## src/rtl/mac_input_skewer.sv

```systemverilog
// mac_input_skewer: input feeder for the systolic MAC array.
// Accepts one row of ARR_SIZE operands per beat and delays lane i by i
// cycles so the array receives a diagonal wavefront on its horizontal
// input. After the last beat of a burst the skew pipeline is drained with
// zero bubbles and done pulses when the top lane of that beat is on out_data.
module mac_input_skewer #(
    parameter int ARR_SIZE      = 4,
    parameter int HORIZONTAL_BW = 16
) (
    input  logic                              clk,
    input  logic                              rst,
    input  logic                              in_valid,
    output logic                              in_ready,
    input  logic                              in_last,
    input  logic [HORIZONTAL_BW*ARR_SIZE-1:0] in_data,
    output logic [HORIZONTAL_BW*ARR_SIZE-1:0] out_data,
    output logic [ARR_SIZE-1:0]               out_lane_valid,
    output logic                              out_mode,
    output logic                              busy,
    output logic                              done
);

    // Drain counter only has to reach ARR_SIZE-2; keep it at least one bit wide.
    localparam int CW = (ARR_SIZE > 2) ? $clog2(ARR_SIZE - 1) : 1;
    localparam logic [CW-1:0] DRAIN_LAST = CW'((ARR_SIZE > 1) ? ARR_SIZE - 2 : 0);

    typedef enum logic [1:0] {
        IDLE,
        STREAM,
        DRAIN
    } state_t;

    state_t          state_q, state_d;
    logic [CW-1:0]   drain_cnt_q, drain_cnt_d;
    logic            done_q, done_d;
    logic            accept;
    logic [ARR_SIZE-1:0] lane_busy;

    // Ready depends on state alone so it never loops back through in_valid.
    assign in_ready = (state_q != DRAIN);
    assign accept   = in_valid && in_ready;

    // Next-state, drain counter and done pulse for the burst controller.
    always_comb begin
        state_d     = state_q;
        drain_cnt_d = drain_cnt_q;
        done_d      = 1'b0;
        unique case (state_q)
            IDLE, STREAM: begin
                if (accept) begin
                    if (in_last) begin
                        if (ARR_SIZE == 1) begin
                            state_d = IDLE;
                            done_d  = 1'b1;
                        end else begin
                            state_d     = DRAIN;
                            drain_cnt_d = '0;
                        end
                    end else begin
                        state_d = STREAM;
                    end
                end
            end
            DRAIN: begin
                if (drain_cnt_q == DRAIN_LAST) begin
                    state_d     = IDLE;
                    drain_cnt_d = '0;
                    done_d      = 1'b1;
                end else begin
                    drain_cnt_d = drain_cnt_q + CW'(1);
                end
            end
            default: begin
                state_d     = IDLE;
                drain_cnt_d = '0;
            end
        endcase
    end

    // Controller registers; reset discards any burst in progress.
    always_ff @(posedge clk or negedge rst) begin
        if (!rst) begin
            state_q     <= IDLE;
            drain_cnt_q <= '0;
            done_q      <= 1'b0;
        end else begin
            state_q     <= state_d;
            drain_cnt_q <= drain_cnt_d;
            done_q      <= done_d;
        end
    end

    assign done = done_q;

    // One delay line per lane: lane i is a chain of i+1 data/tag registers.
    for (genvar i = 0; i < ARR_SIZE; i++) begin : g_lane
        logic [HORIZONTAL_BW-1:0] data_q [i+1];
        logic [HORIZONTAL_BW-1:0] data_d [i+1];
        logic [i:0]               tag_q;
        logic [i:0]               tag_d;

        // Head takes the accepted operand or a zero bubble; the rest shift.
        always_comb begin
            data_d[0] = accept ? in_data[i*HORIZONTAL_BW +: HORIZONTAL_BW] : '0;
            tag_d[0]  = accept;
            for (int j = 1; j <= i; j++) begin
                data_d[j] = data_q[j-1];
                tag_d[j]  = tag_q[j-1];
            end
        end

        // Delay-line registers for this lane.
        always_ff @(posedge clk or negedge rst) begin
            if (!rst) begin
                for (int j = 0; j <= i; j++) begin
                    data_q[j] <= '0;
                end
                tag_q <= '0;
            end else begin
                data_q <= data_d;
                tag_q  <= tag_d;
            end
        end

        assign out_data[i*HORIZONTAL_BW +: HORIZONTAL_BW] = tag_q[i] ? data_q[i] : '0;
        assign out_lane_valid[i] = tag_q[i];
        assign lane_busy[i]      = |tag_q;
    end

    assign out_mode = |out_lane_valid;
    assign busy     = (state_q != IDLE) || (|lane_busy);

endmodule

```

## config.mk

```make
export PLATFORM = sky130hd
export DESIGN_NAME = mac_input_skewer
export DESIGN_NICKNAME = d
export VERILOG_FILES = /design/src/rtl/mac_input_skewer.sv
export SDC_FILE = /design/constraint.sdc
export NUM_CORES = 1
export LEC_CHECK = 0
export BUFFER_PORTS_ARGS = -buffer_cell sky130_fd_sc_hd__buf_2
export CAP_MARGIN = 10
export CORE_MARGIN = 2
export CORE_UTILIZATION = 35
export DETAILED_ROUTE_END_ITERATION = 8
export MAX_ROUTING_LAYER = met4
export PLACE_DENSITY = 0.7
export SYNTH_ARGS = -nofsm -noshare
export SYNTH_HDL_FRONTEND = slang
export SYNTH_SLANG_ARGS = --single-unit
export TNS_END_PERCENT = 20
```

## constraint.sdc

```tcl
create_clock -name clk -period 1.4 [get_ports clk]
set_clock_uncertainty 0.1 [all_clocks]
set_input_delay 0.07 -clock clk [delete_from_list [all_inputs] [get_ports clk]]
set_output_delay 0.07 -clock clk [all_outputs]
set_load 0.05 [all_outputs]
```

=== Yosys cells after proc, flatten, opt, wreduce, memory -nomap -nowiden ===
Index checks and enable logic that the tools add are counted.

* Add/subtract/negate cells: 1
* Equal/unequal tests: 7
* Multiplexer cells: 18
* Reduce and logical (&&, ||, !) cells: 9

{| class="wikitable"
|+ Operators by type and width
! cell !! number
|-
| 16-bit two-way mux || 8
|-
| 2-bit two-way mux || 6
|-
| 10-bit OR reduction || 1
|-
| 2-bit inequality test, second input constant || 4
|-
| 2-bit one-hot mux with 2 select lines || 2
|-
| 2-bit equality test, second input constant || 2
|-
| 2-bit AND reduction || 2
|-
| 4-bit OR reduction || 1
|-
| 2-bit by 1-bit adder with 2-bit output, second input constant || 1
|-
| 2-bit by 1-bit equality test with 1-bit output, second input constant || 1
|-
| 2-bit logical NOT || 1
|-
| 1-bit two-way mux || 2
|-
| 2-bit nonzero test || 1
|-
| 2-bit OR reduction || 1
|-
| 1-bit logical AND || 1
|-
| 1-bit logical OR || 1
|}

* Register bits: 175
* Input bits: 68
* Output and inout port bits: 72
* Word-level logic and storage cells: 52

=== Longest topological paths before layout ===
Gate-level depths: netlist (run 1).

* Depth in word-level cells: 4
* Gate-level depth with buffers: 3
* Mapped depth without buffers: 2

=== Least setup slack after synthesis (run 1) ===
OpenSTA, ideal clock, no wires.

* Kind: reg2out
* From: register g_lane[3].tag_q[3]
* To: output port busy
* Data arrival time: 1.878 ns
* Required time: 1.230 ns
* Path slack: -0.648 ns
* Stages on the path, launching flop included: 3
* Buffers on the path: 0
* Path through: dfrtp_1 or4_4 or3_1

* Longest elaborated chain between the ends: 2

{| class="wikitable"
|+ RTL lines
! item !! RTL line !! text
|-
| from (decl) || 99 || <nowiki>logic [i:0] tag_q;</nowiki>
|-
| from (signal assigned) || 121 || <nowiki>tag_q <= tag_d;</nowiki>
|-
| 10-bit OR reduction || 131 || <nowiki>assign busy = (state_q != IDLE) || (|lane_busy);</nowiki>
|-
| 1-bit logical OR || 131 ||
|-
| to (decl) || 19 || <nowiki>output logic busy,</nowiki>
|}

Every way passes these cells.

=== Final worst setup path (run 1) ===
* From: register g_lane[3].tag_q[2]
* To: output port busy

The elaborated chain is that of the path after synthesis.

==> results.py, run 1 <==
metrics = {
    "die": {
        "rows": 44,
        "die_w_um": 126.0,
        "start_util": 0.3583,
        "fp.dieH_um": 126.0,
        "die_area_mm2": 0.01587,
        "coreArea_mm2": 0.01453,
        "io_pins": 140,
    },
    "synth": {
        "ys_ff_latch": 169,
        "synth.yosys.seq_area_share": 0.8121,
        "synthTopCellsByArea": "dfrtp_1, and3_1, and2_1",
        "ys_warn_count": 0,
        "synth_fp_nets": 398,
        "avgSynthCellArea_um2": 15.78,
        "synth_top_cell_area_share": 0.8121,
        "syn_area_mm2": 0.005207,
        "syn_inst": 330,
        "synth_area_leader_cell": "dfrtp_1",
        "synthDistinctLibCells": 16,
    },
    "sta": {
        "slew-limit-headroom": 0.7589,
        "layout_min_cycle_time_ps": 2044,
        "final.setup.tns_ps": -8775,
        "fin_ws_ps": -643.7,
        "max_freq_mhz": 489.3,
        "hold_viol": 0,
        "drv_slew": 0,
        "worst_slew_pin_slew_ps": 361.7,
        "rsz0062_at_grt": "true",
        "setup_viol": 69,
        "timing.final.crit_share": 1.460,
    },
    "placed_design": {
        "portBuffers": 139,
        "gp_congestion": 0.7134,
        "place_area_mm2": 0.006248,
        "dp.cells": 647,
        "hpwl_um": 6586,
    },
    "route": {
        "dr.pass1.iters": 4,
        "ant_nets": 0,
        "via_per_inst": 4.428,
        "drtIter0Drc": 153,
        "wl_per_cell_um": 14.95,
        "wirelength_um": 11180,
        "dr_total_vias": 3312,
        "drc_errors": 0,
    },
    "clocking": {
        "clockRootBuffer": "clkbuf_16",
        "clock_sinks": 169,
        "clk_pin_slew_worst_paths_ps": 60,
        "cts-buffers-inserted": 17,
        "clk_latency_ps": 420,
        "htree_levels": 4,
        "cts_buffer_depth": 2,
        "tritoncts": "done",
    },
    "worst_hold_path": {
        "min_path_cells": 2,
        "hold_path.class": "in2reg",
        "hold_path_end": "g_lane[1].data_d[7]",
        "min_from": "in_valid",
    },
    "worst_setup_path": {
        "crit_type": "reg2out",
        "required_ps": 1230,
        "start_kind": "register",
        "reg2reg_from": "state_q[0]",
        "ff2ff_path_depth": 3,
        "r2r_slack_ps": 50,
        "worstSetupEndpointType": "output pin",
        "path_cells": "or4_4 > or3_4 > buf_6",
        "path_max_fanout": 2,
        "slowest_stage": "or4_4",
        "cp.arrival_ps": 1870,
        "regToRegEndpoint": "g_lane[2].data_d[18]",
        "critPathMaxStageDelay_ps": 520,
    },
    "pwr": {
        "intPower_mw": 10.02,
        "powerDensity_mw_per_mm2": 1705,
        "pwr-share-seq": 0.424,
        "p_clk_frac": 0.347,
        "comb_power_share": 0.229,
        "switching_share": 0.2807,
        "fin_total_pwr_mw": 13.93,
        "switching_power_mw": 3.910,
        "p_leak_nw": 4.256,
        "vdd_drop_max_mv": 1.030,
    },
    "global_route": {
        "overflow": 0,
        "grt_max_degree": 66,
        "grt_pass1_vias": 3632,
        "antenna_found_initial": 0,
        "grt.total_usage": 0.1535,
        "grt_pass1_wl_um": 18040,
    },
    "final_layout": {
        "antenna_cells": 0,
        "synthToLayoutAreaGrowth_pct": 56.94,
        "drive_gt1_frac": 0.4326,
        "final_cells": 748,
        "nets": 620,
        "stdcell_area_mm2": 0.008173,
    },
    "flow_run": {
        "max_cap_viol_count": 0,
    },
    "outcome": {
        "status": "finished, violations left",
        "violations": "negative setup slack",
    },
}
how the worst max path moves through the flow:
stage	start	to	slack, ps	cells past startpoint
2_1_floorplan	g_lane[3].tag_q[2]	busy	-420	2
3_3_place_gp	g_lane[3].tag_q[0]	busy	-230	3
3_5_place_dp	g_lane[3].tag_q[0]	busy	-270	3
4_1_cts	g_lane[3].tag_q[2]	busy	-650	3
5_1_grt	g_lane[3].tag_q[2]	busy	-690	3
6_report	g_lane[3].tag_q[2]	busy	-640	3
power groups by stage:
stage | sequential, mW | clock (mW) | combinational (mW)
2_1_floorplan | 6.00 | 0 | 1.54
3_3_place_gp | 5.93 | 0 | 2.35
3_5_place_dp | 5.98 | 0 | 2.39
4_1_cts | 5.91 | 4.94 | 3.01
5_1_grt | 5.99 | 5.20 | 3.38
6_report | 5.91 | 4.83 | 3.19
routing by layer:
layer	global-route usage	up-vias	part of all wire
met5	-	-	0
met1	0.1724	1656	0.40
li1	-	1508	-
met4	0.05818	0	0.023
met3	0.04843	29	0.049
met2	0.2574	119	0.53
state kept, by name (all words and copies together) (netlist names):
signal	count
state_q	2
g_lane.data_d	96
g_lane.tag_q	4
done	1
g_lane.data_q	64
drain_cnt_q	2
final cells by class:
type	instances	area, um^2
tap	184	230.2
fill	1131	6361
multi-input combinational	142	1026
timing repair buffer	222	2066
clock inverter	11	171.4
sequential	169	4233
clock buffer	20	446.7
placed cells by master (no fill, tap or decap), types with 3 or more instances in the layout:
cell type and n:
and2_1 13, and2_2 6, and2_4 46, and3_1 64, buf_12 9, buf_2 67, buf_4 8, buf_6 67
buf_8 5, bufinv_16 4, clkbuf_16 17, dfrtp_1 166, dfrtp_2 3, dlygate4sd3_1 66
cells by family after synthesis:
| logic type | count (synthesis) | synth area share |
|---|---|---|
| flip-flops | 169 | 0.8121 |
| AND/OR/NAND/NOR | 137 | 0.1665 |
| AO/OA/AOI/OAI | 5 | 0.006969 |
| buffers and inverters | 19 | 0.01442 |
per-stage QoR:
| stage | worst slack (ps) | hold WS (ps) | utilization |
|---|---|---|---|
| after floorplan | -417.7 | -325.6 | - |
| after global routing | -688.9 | 19.67 | 0.5623 |
| after detailed placement | -267.2 | -105.1 | 0.4299 |
| after global placement | -231.6 | -111.1 | 0.4299 |
| final | -643.7 | 9.406 | 0.5623 |
| after CTS | -647.9 | 5.148 | 0.5516 |
synthesized netlist by cell type:
library cell,instances
a21oi_1,1
and2_1,59
and2_2,6
and3_1,64
buf_4,1
clkbuf_1,18
dfrtp_1,169
nand2_1,1
nand2b_1,2
nor2b_1,2
o21a_1,1
o22ai_1,1
o2bb2ai_1,2
or2_2,1
or3_1,1
or4_4,1
worst max-delay path: cells and delay by family (launching register included):
kind | cells | cell delay, ps
buffers and inverters | 1 | 160
DFF | 1 | 420
and+or+nand+nor | 2 | 870
repair_timing:
action | CTS | global route
gates resized for setup | 159 | 43
endpoints found under the hold margin | 237 | 0
setup buffers | 2 | 2
pin swaps | 0 | 0
hold buffers | 66 | 0
setup endpoints to repair | 71 | 71
No activity file was read; power rests on OpenSTA's default activity.
==> run 2: changes to the inputs <==
- CORE_UTILIZATION: 35 -> 45
- PLACE_DENSITY: 0.7 -> 0.84
==> results.py, run 2 (synthesis results as in run 1) <==
metrics = {
    "outcome": {
        "status": "finished, violations left",
        "violations": "negative setup slack",
    },
    "worst_setup_path": {
        "r2r_slack_ps": 90,
        "worstSetupEndpointType": "output pin",
        "crit_end": "busy",
        "cpLargestDelayFamily": "simple AND/OR/NAND/NOR gates",
        "crit_buf_inv": 1,
        "ff2ff_path_depth": 4,
        "cp_num_cells": 3,
        "slowest_stage": "or4_4",
        "start_kind": "register",
        "path_max_fanout": 2,
        "crit_type": "reg2out",
        "cp-startpoint": "g_lane[3].tag_q[0]",
        "reg2reg_from": "state_q[0]",
        "critPathMaxStageDelay_ps": 540,
        "required_ps": 1230,
        "path_cells": "or4_4 > or3_4 > buf_6",
        "regToRegEndpoint": "g_lane[0].data_q[7]",
        "cp.arrival_ps": 1830,
    },
    "route": {
        "dr.pass1.iters": 5,
        "via_per_inst": 4.765,
        "drc_errors": 0,
        "dr_total_vias": 3369,
        "wirelength_um": 12180,
        "wl_per_cell_um": 17.23,
        "drtIter0Drc": 181,
        "ant_nets": 0,
    },
    "placed_design": {
        "portBuffers": 139,
        "dp_slack_ps": -223.9,
        "gp_congestion": 0.6897,
        "hpwl_um": 6408,
    },
    "pwr": {
        "powerDensity_mw_per_mm2": 1734,
        "fin_total_pwr_mw": 13.89,
        "p_leak_nw": 4.211,
        "vdd_drop_max_mv": 0.8027,
    },
    "die": {
        "die_area_mm2": 0.01245,
        "die_w_um": 111.6,
        "fp.dieH_um": 111.6,
        "io_pins": 140,
        "start_util": 0.4580,
        "rows": 39,
        "coreArea_mm2": 0.01137,
    },
    "global_route": {
        "grt_max_degree": 51,
        "grt_pass1_wl_um": 19320,
        "grt.total_usage": 0.2133,
        "overflow": 0,
        "grt_pass1_vias": 3822,
        "antenna_found_initial": 0,
    },
    "final_layout": {
        "nets": 620,
        "drive_gt1_frac": 0.4096,
        "largest_reg_flops": 96,
        "antenna_cells": 0,
        "mostFrequentLayoutCells": "dfrtp_1, buf_2, dlygate4sd3_1, and3_1, buf_6",
        "layout_commonest_cell": "dfrtp_1",
        "synthToLayoutAreaGrowth_pct": 53.80,
    },
    "sta": {
        "slew-limit-headroom": 0.6249,
        "whs_ps": 18.37,
        "worst_slew_pin_slew_ps": 562.7,
        "max_freq_mhz": 499.3,
        "setup_viol": 68,
        "hold_viol": 0,
        "layout_min_cycle_time_ps": 2003,
        "rsz0062_at_grt": "true",
        "timing.final.crit_share": 1.431,
        "drv_slew": 0,
        "fin_ws_ps": -602.9,
    },
    "clocking": {
        "tritoncts": "done",
        "cts_buffer_depth": 2,
        "cts-buffers-inserted": 17,
        "clk_latency_ps": 410,
        "clock_sinks": 169,
        "htree_levels": 4,
        "clk_pin_slew_worst_paths_ps": 70,
        "clockRootBuffer": "clkbuf_16",
    },
    "worst_hold_path": {
        "hold_path.class": "in2async",
    },
    "flow_run": {
        "max_cap_viol_count": 0,
    },
}
==> run 2: layer usage <==
metal / vias to the layer above / GRT usage / wire length (um)
li1: 1514 / - / -
met1: 1697 / 0.2326 / 4535
met2: 133 / 0.3732 / 6750
met3: 25 / 0.03919 / 549
met4: 0 / 0.1111 / 347
met5: - / - / 0
==> run 2: worst register-to-register path, cell delays in order, from the launching register on <==
cell      delay (ps)
dfrtp_1          400
nand2b_4         170
buf_4            170
buf_16           170
and3_1           200
==> run 2: report_power, final <==
| part | switching [mW] | internal (mW) |
|---|---|---|
| sequential | 0.275 | 5.65 |
| clock | 1.91 | 2.70 |
| combinational | 1.93 | 1.42 |
==> run 2: layout make-up <==
| type | instances | area [um^2] |
|---|---|---|
| Tap cell | 143 | 178.9 |
| Timing Repair Buffer | 222 | 2016 |
| Clock buffer | 20 | 446.7 |
| Clock inverter | 11 | 137.6 |
| Fill cell | 698 | 3361 |
| Sequential cell | 169 | 4234 |
| Multi-Input combinational cell | 142 | 996.0 |
==> run 2: through the flow <==
step | setup TNS, ps | utilization | cells | instance area, um^2
6_report | -6706 | 0.7044 | 707 | 8009
5_1_grt | -10830 | 0.7044 | 707 | 8009
4_1_cts | -7342 | 0.6856 | 702 | 7795
3_5_place_dp | -223.9 | 0.5426 | 604 | 6170
3_3_place_gp | -193.4 | 0.5426 | 604 | 6170
2_1_floorplan | -417.7 | - | 330 | 5218
==> run 2: repair_timing <==
| item | in CTS | in global routing |
|---|---|---|
| cloned | 1 | 1 |
| setup buffers | 1 | 4 |
| hold endpoints to repair | 237 | 0 |
| gates resized for setup | 118 | 54 |
| setup endpoints to repair | 71 | 70 |
| hold buffers | 66 | 0 |
==> run 2: worst min path at each step <==
stage | from | end | cells after the start | slack (ps)
floorplan | rst | done | 0 | -330
global placement | rst | drain_cnt_q[1] | 1 | -110
detailed placement | rst | state_q[1] | 1 | -100
CTS | rst | state_q[1] | 2 | 20
global route | rst | state_q[1] | 2 | 30
finish | rst | state_q[1] | 2 | 20
==> run 3: changes to the inputs <==
- BUFFER_PORTS_ARGS: -buffer_cell sky130_fd_sc_hd__buf_2 -> unset
- DONT_BUFFER_PORTS: unset -> 1
- PLACE_DENSITY: 0.84 -> 0.73
==> results.py, run 3 (synthesis results as in run 1) <==
metrics = {
    "clocking": {
        "htree_levels": 4,
        "clk_latency_ps": 410,
        "clock_sinks": 169,
        "cts-buffers-inserted": 17,
        "cts_hold_buffers": 67,
        "tritoncts": "done",
        "clk_pin_slew_worst_paths_ps": 60,
        "clockRootBuffer": "clkbuf_16",
        "cts_buffer_depth": 2,
    },
    "worst_setup_path": {
        "reg2reg_from": "state_q[0]",
        "critPathMaxStageDelay_ps": 530,
        "regToRegEndpoint": "g_lane[2].data_d[26]",
        "path_max_fanout": 2,
        "path_cells": "or4_4 > or3_4",
        "slowest_stage": "or4_4",
        "cp_num_cells": 2,
        "crit_buf_inv": 0,
        "ff2ff_path_depth": 3,
        "worstSetupEndpointType": "output pin",
        "cp.arrival_ps": 1790,
        "crit_type": "reg2out",
        "r2r_slack_ps": 200,
        "required_ps": 1230,
        "cpLargestDelayFamily": "simple AND/OR/NAND/NOR gates",
        "start_kind": "register",
    },
    "final_layout": {
        "drive_gt1_frac": 0.2965,
        "nets": 534,
        "layout_commonest_cell": "dfrtp_1",
        "nFillCells": 697,
        "largest_reg_flops": 96,
        "synthToLayoutAreaGrowth_pct": 53.75,
        "stdcell_area_mm2": 0.008006,
        "mostFrequentLayoutCells": "dfrtp_1, dlygate4sd3_1, and3_1, buf_12, and2_4",
        "antenna_cells": 0,
    },
    "global_route": {
        "met3_usage": 0.05607,
        "grt_pass1_vias": 3211,
        "grt_max_degree": 170,
        "grt_use_met1": 0.2092,
        "grt_pass1_wl_um": 16670,
        "met2_usage": 0.3073,
        "overflow": 0,
        "gr-max-usage-layer": "met2",
        "grt.total_usage": 0.1869,
        "antenna_found_initial": 0,
    },
    "route": {
        "drc_errors": 0,
        "via_per_inst": 4.765,
        "ant_nets": 0,
        "dr.pass1.iters": 4,
        "wirelength_um": 10460,
        "wl_per_cell_um": 16.82,
        "drtIter0Drc": 147,
        "dr_total_vias": 2964,
    },
    "pwr": {
        "vdd_drop_max_mv": 1.202,
        "p_leak_nw": 3.965,
        "comb_power_share": 0.239,
        "switching_power_mw": 3.830,
        "p_clk_frac": 0.331,
        "powerDensity_mw_per_mm2": 1724,
        "fin_total_pwr_mw": 13.80,
        "pwr-share-seq": 0.430,
        "switching_share": 0.2775,
        "intPower_mw": 9.973,
    },
    "die": {
        "rows": 39,
        "fp.dieH_um": 111.6,
        "coreArea_mm2": 0.01137,
        "io_pins": 140,
        "die_area_mm2": 0.01245,
        "start_util": 0.4580,
        "die_w_um": 111.6,
    },
    "worst_hold_path": {
        "hold_path.class": "in2async",
    },
    "placed_design": {
        "gp_congestion": 0.6996,
        "portBuffers": 0,
        "hpwl_um": 5936,
        "place_area_mm2": 0.006556,
        "dp_slack_ps": -129.6,
    },
    "sta": {
        "setup_viol": 67,
        "max_freq_mhz": 509.6,
        "layout_min_cycle_time_ps": 1962,
        "drv_slew": 0,
        "rsz0062_at_grt": "true",
        "slew-limit-headroom": 0.6748,
        "fin_ws_ps": -562.2,
        "whs_ps": -749.9,
        "hold_viol": 169,
        "worst_slew_pin_slew_ps": 488.2,
        "timing.final.crit_share": 1.402,
    },
    "outcome": {
        "violations": "negative hold slack, negative setup slack",
        "status": "finished, violations left",
    },
    "flow_run": {
        "max_cap_viol_count": 0,
    },
}
==> run 3: routing by layer <==
metal | wire length, um | part of all wire | vias to the layer above
met5 | 0 | 0 | -
met4 | 269 | 0.026 | 0
li1 | - | - | 1340
met3 | 470 | 0.045 | 22
met2 | 5747 | 0.55 | 102
met1 | 3974 | 0.38 | 1500
==> run 3: area by class of cell <==
cell class | count | area [um^2] | share of cell area
clock inverters | 12 | 150.1 | 0.01875
clock buffers | 20 | 436.7 | 0.05454
repair buffers | 136 | 2009 | 0.2510
flip-flops and latches | 169 | 4233 | 0.5287
multi-input cells | 142 | 998.5 | 0.1247
well taps | 143 | 178.9 | 0.02235
==> run 3: timing repair <==
| item | 4_1_cts | 5_1_grt |
|---|---|---|
| endpoints found under the setup margin | 67 | 67 |
| buffers inserted | 1 | 2 |
| gates cloned | 0 | 0 |
| pin swaps | 1 | 2 |
| resized for setup | 32 | 23 |
| endpoints found under the hold margin | 238 | 169 |
==> run 3: worst max path at each step <==
stage | from | to | slack (ps)
6_report | g_lane[3].tag_q[2] | busy | -560
5_1_grt | g_lane[3].tag_q[2] | busy | -610
4_1_cts | g_lane[3].tag_q[0] | busy | -580
3_5_place_dp | g_lane[3].tag_q[0] | busy | -130
3_3_place_gp | g_lane[3].tag_q[2] | busy | -100
2_1_floorplan | g_lane[3].tag_q[2] | busy | -420
==> run 3: power groups by stage <==
stage | registers, mW | logic (mW) | clock network, mW
3_5_place_dp | 5.99 | 2.79 | 0
6_report | 5.93 | 3.30 | 4.57
4_1_cts | 5.94 | 3.17 | 4.66
5_1_grt | 6.01 | 3.44 | 4.88
2_1_floorplan | 6.00 | 1.54 | 0
3_3_place_gp | 5.93 | 2.74 | 0
==> run 3: per-stage QoR <==
step	cells	TNS [ps]	utilization
6_report	622	-10290	0.7042
5_1_grt	622	-14120	0.7042
4_1_cts	620	-11260	0.6973
3_5_place_dp	520	-129.6	0.5766
3_3_place_gp	520	-96.74	0.5766
2_1_floorplan	330	-417.7	-
==> run 3: worst reg2reg max path: cells and delay by family, from the launching register on <==
family                 cells  cell delay [ps]
and+or+nand+nor            2              410
DFF                        1              400
buffers and inverters      1              180
